**src/rtl/fetch_unit_pkg.sv**
```systemverilog
// Shared fetch-stage types and constants.
// Imported by the fetch unit and its prefetch queue.
package fetch_unit_pkg;

  localparam logic [31:0] DefaultResetPc = 32'h0000_0000;
  localparam logic [31:0] NopInst        = 32'h0000_0000;

  typedef enum logic [1:0] {
    StIssue,
    StWait,
    StDrop
  } fetch_state_e;

  typedef struct packed {
    logic [31:0] pc;
    logic [31:0] inst;
  } fetch_entry_t;

  function automatic logic [31:0] word_align(input logic [31:0] addr);
    return {addr[31:2], 2'b00};
  endfunction

endpackage

```
**src/rtl/fetch_queue.sv**
```systemverilog
// Two-entry {pc,inst} prefetch FIFO with synchronous flush.
// Pushes are only visible at the head from the following cycle.
module fetch_queue
  import fetch_unit_pkg::*;
(
  input  logic        CLK,
  input  logic        RES,
  input  logic        flush_i,
  input  logic        push_i,
  input  logic [31:0] push_pc_i,
  input  logic [31:0] push_inst_i,
  input  logic        pop_i,
  output logic [31:0] head_pc_o,
  output logic [31:0] head_inst_o,
  output logic [1:0]  count_o
);

  fetch_entry_t entry_q [2];
  logic         wr_ptr_q;
  logic         rd_ptr_q;
  logic [1:0]   count_q;
  logic         do_push;
  logic         do_pop;

  assign do_push = push_i && (count_q != 2'd2);
  assign do_pop  = pop_i && (count_q != 2'd0);

  always_ff @(posedge CLK) begin
    if (RES || flush_i) begin
      wr_ptr_q <= 1'b0;
      rd_ptr_q <= 1'b0;
      count_q  <= 2'd0;
    end else begin
      if (do_push) wr_ptr_q <= ~wr_ptr_q;
      if (do_pop)  rd_ptr_q <= ~rd_ptr_q;
      count_q <= count_q + {1'b0, do_push} - {1'b0, do_pop};
    end
  end

  // Payload needs no reset; count gates its visibility.
  always_ff @(posedge CLK) begin
    if (do_push && !RES && !flush_i) begin
      entry_q[wr_ptr_q] <= '{pc: push_pc_i, inst: push_inst_i};
    end
  end

  assign head_pc_o   = entry_q[rd_ptr_q].pc;
  assign head_inst_o = entry_q[rd_ptr_q].inst;
  assign count_o     = count_q;

endmodule

```
**src/rtl/fetch_unit.sv**
```systemverilog
// Instruction-fetch stage: PC, single-outstanding imem requests, prefetch
// queue and the IF/ID register pair, with branch redirect and bubble injection.
module fetch_unit
  import fetch_unit_pkg::*;
#(
  parameter logic [31:0] RESET_PC = DefaultResetPc,
  parameter int unsigned QDEPTH   = 2
) (
  input  logic        CLK,
  input  logic        RES,
  input  logic        HLT,
  input  logic        branch_taken,
  input  logic [31:0] branch_pc,
  input  logic        IHLT,
  input  logic [31:0] ihlt_pc,
  output logic [31:0] IADDR,
  output logic        IREQ,
  input  logic [31:0] IDATA,
  input  logic        IACK,
  output logic [31:0] IF_ID_pc,
  output logic [31:0] IF_ID_inst
);

  localparam logic [1:0] QFull = 2'(QDEPTH);

  fetch_state_e state_q;
  logic [31:0]  pc_q;
  logic [31:0]  iaddr_q;
  logic         ireq_q;
  logic [31:0]  if_pc_q;
  logic [31:0]  if_inst_q;

  logic         redirect;
  logic [31:0]  target;
  logic         q_push;
  logic         q_pop;
  logic         q_empty;
  logic [1:0]   q_count;
  logic [31:0]  head_pc;
  logic [31:0]  head_inst;
  logic         can_issue;

  assign redirect = branch_taken | IHLT;
  assign target   = word_align(branch_taken ? branch_pc : ihlt_pc);
  assign q_empty  = (q_count == 2'd0);
  assign q_pop    = !HLT && !redirect && !q_empty;
  assign q_push   = (state_q == StWait) && IACK && !redirect;
  // A pop this cycle frees its slot for a request issued on the same edge.
  assign can_issue = !redirect && ((q_count - {1'b0, q_pop}) < QFull);

  fetch_queue u_queue (
    .CLK         (CLK),
    .RES         (RES),
    .flush_i     (redirect),
    .push_i      (q_push),
    .push_pc_i   (pc_q),
    .push_inst_i (IDATA),
    .pop_i       (q_pop),
    .head_pc_o   (head_pc),
    .head_inst_o (head_inst),
    .count_o     (q_count)
  );

  always_ff @(posedge CLK) begin
    if (RES) begin
      state_q   <= StIssue;
      pc_q      <= RESET_PC;
      ireq_q    <= 1'b0;
      iaddr_q   <= RESET_PC;
      if_pc_q   <= RESET_PC;
      if_inst_q <= NopInst;
    end else begin
      case (state_q)
        StIssue: begin
          if (redirect) begin
            pc_q <= target;
          end else if (can_issue) begin
            state_q <= StWait;
            ireq_q  <= 1'b1;
            iaddr_q <= pc_q;
          end
        end
        StWait: begin
          if (IACK) begin
            state_q <= StIssue;
            ireq_q  <= 1'b0;
            pc_q    <= redirect ? target : pc_q + 32'd4;
          end else if (redirect) begin
            state_q <= StDrop;
            pc_q    <= target;
          end
        end
        StDrop: begin
          // Stale request stays on the bus until memory answers it.
          if (redirect) pc_q <= target;
          if (IACK) begin
            state_q <= StIssue;
            ireq_q  <= 1'b0;
          end
        end
        default: begin
          state_q <= StIssue;
          ireq_q  <= 1'b0;
        end
      endcase

      if (redirect) begin
        if_pc_q   <= target;
        if_inst_q <= NopInst;
      end else if (!HLT) begin
        if (!q_empty) begin
          if_pc_q   <= head_pc;
          if_inst_q <= head_inst;
        end else begin
          if_inst_q <= NopInst;
        end
      end
    end
  end

  assign IREQ       = ireq_q;
  assign IADDR      = iaddr_q;
  assign IF_ID_pc   = if_pc_q;
  assign IF_ID_inst = if_inst_q;

endmodule

```
**config.mk**
```make
export PLATFORM = sky130hd
export DESIGN_NAME = fetch_unit
export DESIGN_NICKNAME = d
export VERILOG_FILES = /design/src/rtl/fetch_unit_pkg.sv /design/src/rtl/fetch_queue.sv /design/src/rtl/fetch_unit.sv
export SDC_FILE = /design/constraint.sdc
export NUM_CORES = 1
export LEC_CHECK = 0
export ABC_AREA = 1
export CELL_PAD_IN_SITES_DETAIL_PLACEMENT = 1
export CELL_PAD_IN_SITES_GLOBAL_PLACEMENT = 1
export CORE_MARGIN = 10
export CORE_UTILIZATION = 40
export DETAILED_ROUTE_END_ITERATION = 12
export PLACE_DENSITY_LB_ADDON = 0.1
export SYNTH_ARGS = -nofsm -noshare
export SYNTH_HDL_FRONTEND = slang
export SYNTH_SLANG_ARGS = --single-unit
```
**constraint.sdc**
```tcl
create_clock -name CLK -period 7.45 [get_ports CLK]
set_clock_uncertainty 0.1 [all_clocks]
set_input_delay 0.745 -clock CLK [delete_from_list [all_inputs] [get_ports CLK]]
set_output_delay 0.745 -clock CLK [all_outputs]
set_load 0.03 [all_outputs]
```
# == Yosys cells after proc, flatten, opt, wreduce, memory -nomap -nowiden ==
# Memory sizes are Yosys's and may differ from the RTL's. A register that Yosys moved wholly into a read port is not among the register bits.
# Cells that the tools add are included.
# word_totals
ramBits,128
mem_count,1
out_inout_bits,97
reg_bits,135
# op_classes
n_addsub,4
eq_ne,10
order_cmp,1
bitwise_logic,6
n_mux,23
reduce_logical,26
# mem_list
memory,words,width,read_ports,rd_ports_with_merged_regs,wr,line_no,text
u_queue.entry_q,2,64,1,1,1,fetch_queue.sv:18,fetch_entry_t entry_q [2];
# ops
cell,n
$mux 32,8
$pmux 32 s2,1
$add 32x3->32 const B,1
$mux 2,5
$ne 2x2->1 const B,5
$logic_and 1x1->1,9
$mux 1,7
$pmux 2 s3,1
$reduce_and 3->1,2
$reduce_or 2->1,3
$not 1->1,5
$logic_not 1->1,4
$logic_not 2->1,2
$ne 2x1->1 const B,2
$reduce_and 2->1,2
$reduce_and 4->1,1
$reduce_bool 2->1,2
$sub 2x1->2,2
$ne 3x3->1 const B,1
$add 2x1->2,1
$eq 2x1->1 const B,1
$eq 2x2->1 const B,1
$lt 2x2->1 const B,1
$pmux 1 s2,1
2 further kinds,2

# == Longest topological paths before layout ==
# depth
word_depth,10
depth_mapped,12
depth_no_buf,11

# == By module ==
# Synthesis repeated with hierarchy kept, for this count alone.
# unflattened
hier_cells,1196
hier_area_um2,11624.9
# by_module_without_submodules
mod,area_per_inst_um2,cells_per_inst,seq_area_each_um2,n_inst
fetch_unit,6453.7,959,2622.5,1
fetch_queue,5171.2,237,3943.8,1

# == Worst setup path before layout ==
# No wires, ideal clock.
# synth_timing
path_type,input to register
from,input port IHLT
to,"memory u_queue.entry_q[0][0] (netlist name), enable pin"
setup_slack_ns,0.893
setup_ns,0.565
arrival_ns,5.892
n_path_buf,2
stages,7
required_ns,6.785
path_cell_list,buf_2 nor2_8 inv_4 buf_4 nor4_4 inv_2 nor3_1
# synth_via
elab_chain_len,8
# synth_rtl
item,line_no,text
from (decl),fetch_unit.sv:14,"input logic IHLT,"
$or 1x1->1,fetch_unit.sv:43,assign redirect = branch_taken | IHLT;
$logic_not 1->1,fetch_unit.sv:47,assign q_push = (state_q == StWait) && IACK && !redirect;
$logic_and 1x1->1,fetch_unit.sv:47,
$logic_and 1x1->1,fetch_queue.sv:25,assign do_push = push_i && (count_q != 2'd2);
named net u_queue.do_push,fetch_queue.sv:22,logic do_push;
$logic_and 1x1->1 (2 in a row),fetch_queue.sv:42,if (do_push && !RES && !flush_i) begin
$mux 1,fetch_queue.sv:42,
$mux 1 (not written as such),fetch_queue.sv:43,"entry_q[wr_ptr_q] <= '{pc: push_pc_i, inst: push_inst_i};"
to (decl),fetch_queue.sv:18,
# The timed path passes the listed nets, and every way through them passes these cells.

# == Worst setup path after layout ==
# layout_timing
from,input port HLT
to,register iaddr_q[1] (netlist: IADDR[1])
# layout_via
elab_chain_len,7
# layout_rtl
item,line_no,text
from (decl),fetch_unit.sv:11,"input logic HLT,"
$logic_not 1->1,--,
$logic_and 1x1->1 (2 in a row),fetch_unit.sv:46,assign q_pop = !HLT && !redirect && !q_empty;
$sub 2x1->2,fetch_unit.sv:49,"assign can_issue = !redirect && ((q_count - {1'b0, q_pop}) < QFull);"
$lt 2x2->1,fetch_unit.sv:49,
$logic_and 1x1->1,fetch_unit.sv:49,
$reduce_and 3->1 (no source line),--,
to (signal assigned),fetch_unit.sv:80,iaddr_q <= pc_q;
to (decl),fetch_unit.sv:28,logic [31:0] iaddr_q;
# No other way between the ends.
# A chain may end at the register's enable or synchronous reset.

==> implementation parameters <==
Parameter                              Value

CTS
  Postcts setup bufs ... 0
  Cells resized by post-CTS repair ... 0
  Cts bufs inserted ... 28
  Post-CTS Hold Buffers ... 0
  Clock Sink Count ... 264
  Insertion delay to the later sink of the worst-skew pair ... 550 ps
  TritonCTS clock tree ... yes
  Library cell used as clock root buffer ... clkbuf_16
  Clock transition at the registers of the reported paths ... 60 ps
  Max clock buf depth ... 3
  Clock H-tree levels ... 1

STA
  Number of hold-slack violations in the final timing report ... 0
  Transition time of the tightest slew-check pin ... 1212 ps
  Final setup violation count ... 0
  Setup TNS ... 0 ps
  RSZ-0062 raised after global routing ... no
  Relative slew slack ... 19.10%
  Post-route setup slack ... 2922 ps
  Max Fclk ... 0.2209 GHz
  Shortest clock period the worst path allows after layout ... 4528 ps
  Share of the cycle needed by the critical path after routing ... 60.78%
  Final max-slew violation count ... 0

Floorplanning
  Num rows ... 61
  Die Outline Area ... 0.03506 sq mm
  Die Height ... 187.3 um
  Effective utilization at floorplan ... 40.39%
  I/O pins ... 199
  Core area ... 0.02771 sq mm
  Horiz. Die Dim ... 187.3 um

Final layout
  Diode count ... 0
  Number of fill cells in the layout ... 3,142
  Fraction of layout instances using a drive strength above 1 ... 8.926%
  Layout overhead on the synthesized area ... 27.68%
  Final net count ... 1,465

Route
  Routed length per placed instance ... 19.65 um
  Wire length on met1 ... 15,800 um
  Via count ... 9,084
  Total Wirelength ... 34,500 um
  Length of routed met3 wiring ... 1806 um
  Detailed router's first-iteration violation count ... 613
  TritonRoute pass-1 iters ... 5
  Remaining number of nets flagged by the antenna check after routing ... 0
  Via/cell ratio ... 5.173
  Total DRC errors in the routed layout ... 0
  Highest metal used ... met4
  Total met2 wirelength after detailed routing ... 16,390 um

Synthesis
  Most area-hungry cell type in the Yosys netlist ... edfxtp_1
  Number of synthesized register bits ... 264
  Warnings, synthesis ... 0
  Total nets after synthesis ... 1,297
  Area contributors post-synth ... edfxtp_1 34%, dfxtp_1 24%, nand2_1 6.4%
  Number of cells produced by synthesis ... 1,188
  Post-synth cell types ... 37
  Share of the yosys chip area belonging to registers ... 58.68%
  Synthesized cell area ... 0.01119 sq mm
  Post-synth top area share ... 34.35%
  Syn avg cell area ... 9.419 sq um

Critical path
  Critical path peak fanout ... 64
  Kind of critical path ... input pin to flip-flop
  Bufs and invs on worst path ... 3
  Required time of the critical path ... 7730 ps
  Critical-path top delay cell ... nor2_4
  Family with the most delay on the worst path ... simple AND/OR/NAND/NOR gates
  Data arrival at the endpoint of the critical path ... 4810 ps
  Kind of capture point of the worst setup path ... flip-flop
  Largest stage delay on the critical path ... 850 ps
  Cell Chain, Critical Path ... clkdlybuf4s50_1 > buf_4 > nor2_4 > inv_1 > nor2_1 > ha_1 > xnor2_1 > nand3_2 > o21ai_0 > a21oi_1
  Critical Path Source Type ... input pin

GRT
  Antenna violations before repair ... 0
  Number of global-route vias before repair ... 9,357
  Overall track demand over capacity in global routing ... 19.19%
  Wire length of the first global-routing pass ... 54,230 um
  Largest net degree at the start of global routing ... 88
  Total congestion overflow ... 0

Pwr
  Power Dens Cells ... 259.3 mW/mm^2
  Worst vdd rail ir drop ... 0.1626 mV
  Leakage power figure ... 4.946 nW

Hold path
  Worst min path class ... flip-flop to flip-flop

Placed design
  # port buffers ... 194
  DPL Wire Length ... 23,350 um
  Routability Congestion ... 0.7837
  Post-placement setup slack ... 2257 ps

Run
  Max-cap viol count ... 0

Status
  Run status ... finished, final reports clean
-- worst min-delay path, cell delays in order (launching register included) --
cell     delay (ps)
dfxtp_1         310
inv_1            40
a21oi_1          50
-- through the flow --
stage | utilization, % | cells | instance area (sq um) | power, mW | hold slack, ps
global placement | 48.29 | 1704 | 13380 | 2.344 | 332.6
CTS | 51.56 | 1756 | 14290 | 3.742 | 356.6
finish | 51.56 | 1756 | 14290 | 3.704 | 346.7
global route | 51.56 | 1756 | 14290 | 3.873 | 371.3
detailed placement | 48.29 | 1704 | 13380 | 2.358 | 341.9
floorplan | - | 1188 | 11190 | 2.089 | 334.6
-- area by class of cell --
| cell class | instances | area [sq um] | area share (%) |
|---|---|---|---|
| clock buffers | 41 | 830.8 | 5.815 |
| clock inverters | 11 | 77.57 | 0.5430 |
| multi-input cells | 746 | 3899 | 27.29 |
| flip-flops and latches | 264 | 6570 | 45.99 |
| well taps | 378 | 473.0 | 3.311 |
| inverters | 113 | 426.7 | 2.987 |
| repair buffers | 203 | 2009 | 14.07 |
-- power breakdown --
group	leakage, nW	switching (mW)	internal [mW]
Sequential	2.29	0.0986	1.62
Combinational	2.20	0.376	0.230
Clock	0.456	0.575	0.803
Total	4.95	1.05	2.65
-- registers in the layout (all words and copies together), names as in the netlist, 2 cells and up, named ones only --
name / count
IF_ID_inst: 32
state_q: 2
IADDR: 32
u_queue.entry_q: 128
u_queue.count_o: 2
IF_ID_pc: 32
pc_q: 32
-- Yosys cell counts (all sizes together) --
| master | instances |
|---|---|
| clkbuf | 32 |
| o31ai | 2 |
| nand2 | 193 |
| a21oi | 129 |
| o21ai | 109 |
| nor3 | 6 |
| nor2 | 137 |
| buf | 33 |
| a31oi | 24 |
| o21bai | 7 |
| a211oi | 6 |
| or2 | 6 |
| ha | 7 |
| nand4 | 11 |
| mux2 | 34 |
| o211ai | 25 |
| o311ai | 2 |
| and2 | 3 |
| nand3 | 39 |
| mux2i | 2 |
| inv | 113 |
| dfxtp | 136 |
| xnor2 | 2 |
| nor4 | 1 |
| xor2 | 1 |
| edfxtp | 128 |
-- routing by layer --
layer | GRT usage (%) | vias to the layer above
met3 | 3.337 | 36
met4 | 3.939 | 0
met2 | 32.04 | 205
met5 | 0 | -
li1 | - | 4378
met1 | 25.52 | 4465
-- placed cells by master, fill, tap and decap left out, types with 8 or more instances in the layout --
cell type / netlist / routed
dfxtp_1: 136 / 135
mux2_2: 34 / 34
a31oi_1: 24 / 24
inv_2: 7 / 8
nand3_1: 37 / 37
nor2_1: 126 / 125
o211ai_1: 25 / 25
clkbuf_16: 0 / 29
o21ai_0: 105 / 105
inv_1: 105 / 104
clkinv_2: 0 / 8
nand2_1: 191 / 191
buf_4: 7 / 9
nand4_1: 11 / 11
clkdlybuf4s50_1: 0 / 194
a21oi_1: 129 / 129
edfxtp_1: 128 / 128
-- final timing paths --
path,start,end,slack [ps],depth (start not counted)
worst max-delay path,HLT,IADDR[1],2920,10
worst min-delay path,IADDR[14],IADDR[14],350,2
worst max register to register,u_queue.count_o[1],IADDR[1],3400,9
worst min register to register,IADDR[14],IADDR[14],350,2
-- cells by family (layout without fill, tap and decap cells) --
group,count (synthesis),count (layout),share of synthesized area [%]
adders and majority gates,7,7,0.7827
xor gates and xnor gates,3,3,0.2349
AOI/OAI and AO/OA,304,304,14.83
DFF,264,264,58.68
and+or+nand+nor,396,396,15.24
buffers and inverters,178,368,6.631
muxes,36,36,3.601
(Power assumes the default switching activity.)
